## src/rtl/issue_rx_pkg.sv

```systemverilog
// Shared types and constants for the issue receiver.
package issue_rx_pkg;
  typedef enum logic {RX_IDLE, RX_ARMED} rx_state_t;
  localparam int SYNC_STAGES = 2;
endpackage

```

## src/rtl/issue_receiver_if.sv

```systemverilog
// Issuer-side handshake and execute-side valid/ready stream of the issue receiver.
interface issue_receiver_if #(parameter int WIDTH = 32);
  logic             trigger_in;
  logic             ready_in;
  logic [WIDTH-1:0] data_in;
  logic             rx_ready;
  logic             out_valid;
  logic [WIDTH-1:0] out_data;
  logic             out_ready;

  modport master (
    input  trigger_in, ready_in, data_in, out_ready,
    output rx_ready, out_valid, out_data
  );

  modport slave (
    output trigger_in, ready_in, data_in, out_ready,
    input  rx_ready, out_valid, out_data
  );
endinterface

```

## src/rtl/sync_fifo.sv

```systemverilog
// Single-clock FIFO using read/write pointers with an extra wrap bit.
module sync_fifo #(
  parameter int WIDTH = 32,
  parameter int DEPTH = 4
) (
  input  logic             clk,
  input  logic             rst_n,
  input  logic             push,
  input  logic [WIDTH-1:0] wdata,
  input  logic             pop,
  output logic             full,
  output logic             empty,
  output logic [WIDTH-1:0] rdata
);
  localparam int AW = $clog2(DEPTH);

  logic [AW:0]      wr_ptr;
  logic [AW:0]      rd_ptr;
  logic [WIDTH-1:0] mem [DEPTH];
  logic             do_pop;

  assign empty  = (wr_ptr == rd_ptr);
  assign full   = (wr_ptr[AW] != rd_ptr[AW]) && (wr_ptr[AW-1:0] == rd_ptr[AW-1:0]);
  assign do_pop = pop && !empty;
  // Head reads zero when empty so the output is defined straight out of reset.
  assign rdata  = empty ? '0 : mem[rd_ptr[AW-1:0]];

  always_ff @(posedge clk or negedge rst_n) begin
    if (!rst_n) begin
      wr_ptr <= '0;
      rd_ptr <= '0;
    end else begin
      if (push)   wr_ptr <= wr_ptr + 1'b1;
      if (do_pop) rd_ptr <= rd_ptr + 1'b1;
    end
  end

  always_ff @(posedge clk) begin
    if (push) mem[wr_ptr[AW-1:0]] <= wdata;
  end
endmodule

```

## src/rtl/issue_receiver.sv

```systemverilog
// Receives the issuer's two-phase trigger/ready handshake, queues passed words
// and counts squashed issues.
module issue_receiver
  import issue_rx_pkg::*;
#(
  parameter int WIDTH = 32,
  parameter int DEPTH = 4,
  parameter int CNT_W = 8
) (
  input  logic              clk,
  input  logic              rst_n,
  issue_receiver_if.master  bus,
  output logic [CNT_W-1:0]  squash_cnt,
  output logic              overflow,
  output logic              protocol_err,
  input  logic              clear_status
);
  logic [SYNC_STAGES:0] trig_sync;
  logic [SYNC_STAGES:0] rdy_sync;
  logic                 tog;
  logic                 rise;
  rx_state_t            state;
  rx_state_t            state_nxt;
  logic                 capture;
  logic                 squash_evt;
  logic                 perr_evt;
  logic                 full;
  logic                 empty;
  logic                 pop;
  logic                 push;
  logic                 ovf_evt;
  logic                 rx_ready_q;
  logic [CNT_W-1:0]     squash_base;

  // Two synchroniser flops plus one history flop for edge detection.
  always_ff @(posedge clk or negedge rst_n) begin
    if (!rst_n) begin
      trig_sync <= '0;
      rdy_sync  <= '0;
    end else begin
      trig_sync <= {trig_sync[SYNC_STAGES-1:0], bus.trigger_in};
      rdy_sync  <= {rdy_sync[SYNC_STAGES-1:0], bus.ready_in};
    end
  end

  assign tog  = trig_sync[SYNC_STAGES-1] ^ trig_sync[SYNC_STAGES];
  assign rise = rdy_sync[SYNC_STAGES-1] & ~rdy_sync[SYNC_STAGES];

  always_ff @(posedge clk or negedge rst_n) begin
    if (!rst_n) state <= RX_IDLE;
    else        state <= state_nxt;
  end

  always_comb begin
    state_nxt = state;
    case (state)
      RX_IDLE:  if (tog && !rise) state_nxt = RX_ARMED;
      RX_ARMED: if (rise)         state_nxt = RX_IDLE;
      default:                    state_nxt = RX_IDLE;
    endcase
  end

  // An ARMED toggle means the previous issue never got its ready pulse.
  always_comb begin
    capture    = 1'b0;
    squash_evt = 1'b0;
    perr_evt   = 1'b0;
    case (state)
      RX_IDLE: begin
        capture  = rise && tog;
        perr_evt = rise && !tog;
      end
      RX_ARMED: begin
        capture    = rise;
        squash_evt = tog;
      end
      default: ;
    endcase
  end

  assign pop     = !empty && bus.out_ready;
  assign push    = capture && (!full || pop);
  assign ovf_evt = capture && full && !pop;

  sync_fifo #(.WIDTH(WIDTH), .DEPTH(DEPTH)) u_fifo (
    .clk   (clk),
    .rst_n (rst_n),
    .push  (push),
    .wdata (bus.data_in),
    .pop   (pop),
    .full  (full),
    .empty (empty),
    .rdata (bus.out_data)
  );

  assign bus.out_valid = !empty;
  assign bus.rx_ready  = rx_ready_q;

  // Clear drops the old value; an event in the same cycle lands on top of it.
  assign squash_base = clear_status ? '0 : squash_cnt;

  always_ff @(posedge clk or negedge rst_n) begin
    if (!rst_n) begin
      squash_cnt   <= '0;
      overflow     <= 1'b0;
      protocol_err <= 1'b0;
      rx_ready_q   <= 1'b1;
    end else begin
      squash_cnt   <= (squash_evt && squash_base != '1) ? squash_base + CNT_W'(1) : squash_base;
      overflow     <= (overflow && !clear_status) || ovf_evt;
      protocol_err <= (protocol_err && !clear_status) || perr_evt;
      rx_ready_q   <= !full;
    end
  end
endmodule
```

## src/flat_wrapper.sv

```systemverilog
// flat-port wrapper written by rule: the top's interface ports become plain ports
module issue_receiver_flat import issue_rx_pkg::*;
#(
  parameter int WIDTH = 32,
  parameter int DEPTH = 4,
  parameter int CNT_W = 8
)
  (clk, rst_n, squash_cnt, overflow, protocol_err, clear_status, bus_trigger_in, bus_ready_in, bus_data_in, bus_out_ready, bus_rx_ready, bus_out_valid, bus_out_data);
  issue_receiver_if #(.WIDTH(WIDTH)) bus_i ();
  input  logic clk;
  input  logic rst_n;
  output logic [CNT_W-1:0] squash_cnt;
  output logic overflow;
  output logic protocol_err;
  input  logic clear_status;
  input wire logic [$bits(bus_i.trigger_in)-1:0] bus_trigger_in;
  input wire logic [$bits(bus_i.ready_in)-1:0] bus_ready_in;
  input wire logic [$bits(bus_i.data_in)-1:0] bus_data_in;
  input wire logic [$bits(bus_i.out_ready)-1:0] bus_out_ready;
  output wire logic [$bits(bus_i.rx_ready)-1:0] bus_rx_ready;
  output wire logic [$bits(bus_i.out_valid)-1:0] bus_out_valid;
  output wire logic [$bits(bus_i.out_data)-1:0] bus_out_data;
  assign bus_i.trigger_in = bus_trigger_in;
  assign bus_i.ready_in = bus_ready_in;
  assign bus_i.data_in = bus_data_in;
  assign bus_i.out_ready = bus_out_ready;
  assign bus_rx_ready = bus_i.rx_ready;
  assign bus_out_valid = bus_i.out_valid;
  assign bus_out_data = bus_i.out_data;
  issue_receiver #(.WIDTH(WIDTH), .DEPTH(DEPTH), .CNT_W(CNT_W)) u_core (.clk(clk), .rst_n(rst_n), .bus(bus_i), .squash_cnt(squash_cnt), .overflow(overflow), .protocol_err(protocol_err), .clear_status(clear_status));
endmodule
```

## config.mk

```make
export PLATFORM = sky130hd
export DESIGN_NAME = issue_receiver_flat
export DESIGN_NICKNAME = d
export VERILOG_FILES = /design/src/rtl/issue_rx_pkg.sv /design/src/rtl/issue_receiver_if.sv /design/src/rtl/sync_fifo.sv /design/src/rtl/issue_receiver.sv /design/src/flat_wrapper.sv
export SDC_FILE = /design/constraint.sdc
export NUM_CORES = 1
export LEC_CHECK = 0
export CORE_AREA = 2 2 134 97
export DETAILED_ROUTE_END_ITERATION = 6
export DIE_AREA = 0 0 136 99
export GPL_ROUTABILITY_DRIVEN = 0
export GPL_TIMING_DRIVEN = 0
export PLACE_DENSITY = 0.77
export SKIP_CTS_REPAIR_TIMING = 1
export SYNTH_ARGS = -nofsm -noshare
export SYNTH_HDL_FRONTEND = slang
export SYNTH_HIERARCHICAL = 1
export SYNTH_SLANG_ARGS = --single-unit
```

## constraint.sdc

```tcl
create_clock -name clk -period 4.8 [get_ports clk]
set_clock_uncertainty 0.2 [all_clocks]
set_input_delay 1.2 -clock clk [delete_from_list [all_inputs] [get_ports clk]]
set_output_delay 1.2 -clock clk [all_outputs]
set_load 0.005 [all_outputs]
```

==> impl_metrics.env <==
export IMPL_clk_path_buf_depth=2
export IMPL_clk_latency_ps=410
export IMPL_netlist_instances=305
export IMPL_hold_violations=0
export IMPL_grt_overflow_total=0
export IMPL_drt_pass1_iter_count=4
export IMPL_nFillCells=847
export IMPL_switching_share_pct=27.9
export IMPL_period_minus_slack_ps=3840
export IMPL_root_buffer="clkbuf_16"
export IMPL_drc=0
export IMPL_yosysWarningCount=6
export IMPL_cts_max_level=4
export IMPL_path_buf_inv=3
export IMPL_ys_seq_area_share_pct=72.6
export IMPL_hold_class="register to register"
export IMPL_worstPathCellList="buf_6, xor2_4, nor3_4, buf_2, nor2b_1, clkdlybuf4s50_1"
export IMPL_setup_tns_ps=0
export IMPL_tightest_slew_ps=1070
export IMPL_synthesis_area_um2=6130
export IMPL_crit_fanout=10
export IMPL_area_growth_syn_to_layout_pct=26.6
export IMPL_critPathArrivalTime_ps=2440
export IMPL_grt_setup_unrepaired="false"
export IMPL_initial_utilization_pct=50.3
export IMPL_power_leakage_nw=2.68
export IMPL_antenna_found_initial=0
export IMPL_dieHeight_um=99
export IMPL_grt_max_degree=33
export IMPL_start_kind="register"
export IMPL_viasPerCell=5.29
export IMPL_io_buffers=80
export IMPL_row_count=34
export IMPL_synth_top_area_share_pct=62.7
export IMPL_worstSetupEndpointType="output port"
export IMPL_ys_top_cells_by_count="edfxtp_1, mux4_2, nor2b_1, dfrtp_1, nor2b_4"
export IMPL_power_frac_seq_pct=35.1
export IMPL_yosysMostFrequentCell="edfxtp_1"
export IMPL_io_pin_count=82
export IMPL_critical_path_top_delay_family="buffers and inverters"
export IMPL_hpwlAfterDp_mm=6.66
export IMPL_path_class="register to output port"
export IMPL_p_switching_mw=1.30
export IMPL_clock_fmax_mhz=260
export IMPL_cts_buffers=17
export IMPL_holdWs_ps=151
export IMPL_grt_pass1_vias=3252
export IMPL_cts_sinks=152
export IMPL_max_cap_violations=0
export IMPL_drt_iter0_markers=201
export IMPL_drt_total_wl_mm=10.9
export IMPL_synth_edf_count=128
export IMPL_wl_per_cell_um=18.7
export IMPL_clk_pin_slew_ps=60
export IMPL_synthTopCellsByArea="edfxtp_1, mux4_2, dfrtp_1"
export IMPL_outcome="completed"
export IMPL_synth_ff_type="edfxtp_1"
export IMPL_cts_tree="yes"
export IMPL_synth_top_area_cell="edfxtp_1"
export IMPL_dp_cells=548
export IMPL_p_int_mw=3.36
export IMPL_pwr_share_comb_pct=36.0
export IMPL_vias=3069
export IMPL_die_w_um=136
export IMPL_power_density_nw_per_um2=601
export IMPL_synth_seq_cells=152
export IMPL_postRouteAntennaNets=0
export IMPL_finalCritPeriodShare_pct=80.0
export IMPL_avgSynthCellArea_um2=20.1
export IMPL_grt_pass1_wl_mm=17.5
export IMPL_slowest_stage="clkdlybuf4s50_1"
export IMPL_pwr_share_clk_pct=29.0
export IMPL_core_area_um2=12200
export IMPL_setup_viol_count_final=0
export IMPL_diodes=0
export IMPL_syn_nets=348
export IMPL_post_route_util_pct=63.7
export IMPL_finalNetCount=448
export IMPL_final_cells=580
export IMPL_dieArea_um2=13500
export IMPL_required_ps=3400
export IMPL_synthArstFlopShare_pct=15.8
export IMPL_max_stage_delay_ps=460
export IMPL_grt_use_total_pct=18.0
export IMPL_synth_distinct_cells=39
export IMPL_irDropWorstVdd_mv=0.376
export IMPL_report_final_slew_viol_count=0
export IMPL_slew_headroom_pct=28.5
export IMPL_drive_gt1_share_pct=23.4
[layout make-up]
type	count	area [µm²]	area share, %
clock inverter	14	171	2.21
sequential	152	4450	57.3
timing repair buffer	81	821	10.6
inverter	7	26.3	0.339
tap	162	203	2.61
multi-input combinational	132	1550	20.0
clock buffer	18	429	5.53
buffer	14	109	1.40
[flip-flops by register name, indices dropped and copies added (netlist names)]
name and cells:
u_core/u_fifo/mem 128, u_core/protocol_err 1, u_core/u_fifo/rd_ptr 3, u_core/u_fifo/wr_ptr 3
u_core/trig_sync 3, u_core/rdy_sync 3, u_core/squash_cnt 8, u_core/bus.rx_ready 1
u_core/overflow 1, u_core/state 1
[power by group through the flow]
stage | clock network [mW] | logic, mW | registers [mW]
after floorplan | 0 | 0.960 | 1.65
after global placement | 0 | 1.68 | 1.66
after detailed placement | 0 | 1.69 | 1.66
after CTS | 1.37 | 1.71 | 1.64
after global routing | 1.44 | 1.81 | 1.65
final | 1.35 | 1.68 | 1.64
[kinds of logic (layout without fill, tap and decap cells)]
group | count (synthesis) | in the layout | share of synthesized area (%)
compound gates | 26 | 26 | 3.33
xor+xnor | 8 | 8 | 1.82
fa+ha+maj | 5 | 5 | 1.02
buf+inv | 21 | 134 | 2.21
flops | 152 | 152 | 72.6
mux | 32 | 32 | 11.8
simple gates | 61 | 61 | 7.29
[layer usage]
| layer | vias up | wire length (µm) | track usage, % |
|---|---|---|---|
| met5 | - | 0 | 0 |
| met1 | 1572 | 4850 | 24.0 |
| li1 | 1416 | - | - |
| met4 | 0 | 117 | 6.17 |
| met3 | 9 | 581 | 6.79 |
| met2 | 72 | 5310 | 27.5 |
[stage by stage]
| stage | cell area [µm²] | total power, mW | setup slack, ps |
|---|---|---|---|
| final | 7750 | 4.66 | 960 |
| after global routing | 7750 | 4.90 | 817 |
| after global placement | 7130 | 3.34 | 501 |
| after detailed placement | 7150 | 3.36 | 1090 |
| after CTS | 7750 | 4.72 | 919 |
| after floorplan | 6130 | 2.61 | 1720 |
[final timing paths]
path / startpoint / slack, ps / cells after the start / to
min in group asynchronous: rst_n / 1170 / 1 / u_core/squash_cnt[5]$_DFF_PN0_
max: u_core/u_fifo/rd_ptr[0]$_DFFE_PN0P_ / 960 / 6 / bus_out_data[17]
max reg2reg: u_core/u_fifo/rd_ptr[1]$_DFFE_PN0P_ / 1470 / 7 / u_core/u_fifo/mem[2][21]$_DFFE_PP_
min reg2reg: u_core/rdy_sync[0]$_DFF_PN0_ / 150 / 0 / u_core/rdy_sync[1]$_DFF_PN0_
max in group asynchronous: rst_n / 2590 / 1 / u_core/u_fifo/wr_ptr[1]$_DFFE_PN0P_
min: u_core/rdy_sync[0]$_DFF_PN0_ / 150 / 0 / u_core/rdy_sync[1]$_DFF_PN0_
[layout by cell type, fill, tap and decap left out, types with 5 or more instances in the layout]
master / n
nor2b_1: 26
mux4_2: 32
buf_2: 6
buf_6: 6
and3_1: 5
nor2b_4: 9
a21oi_1: 5
ha_1: 5
edfxtp_1: 128
clkdlybuf4s50_1: 80
inv_1: 7
clkbuf_16: 17
dfrtp_1: 23
Power figures use the tool's default switching activity.
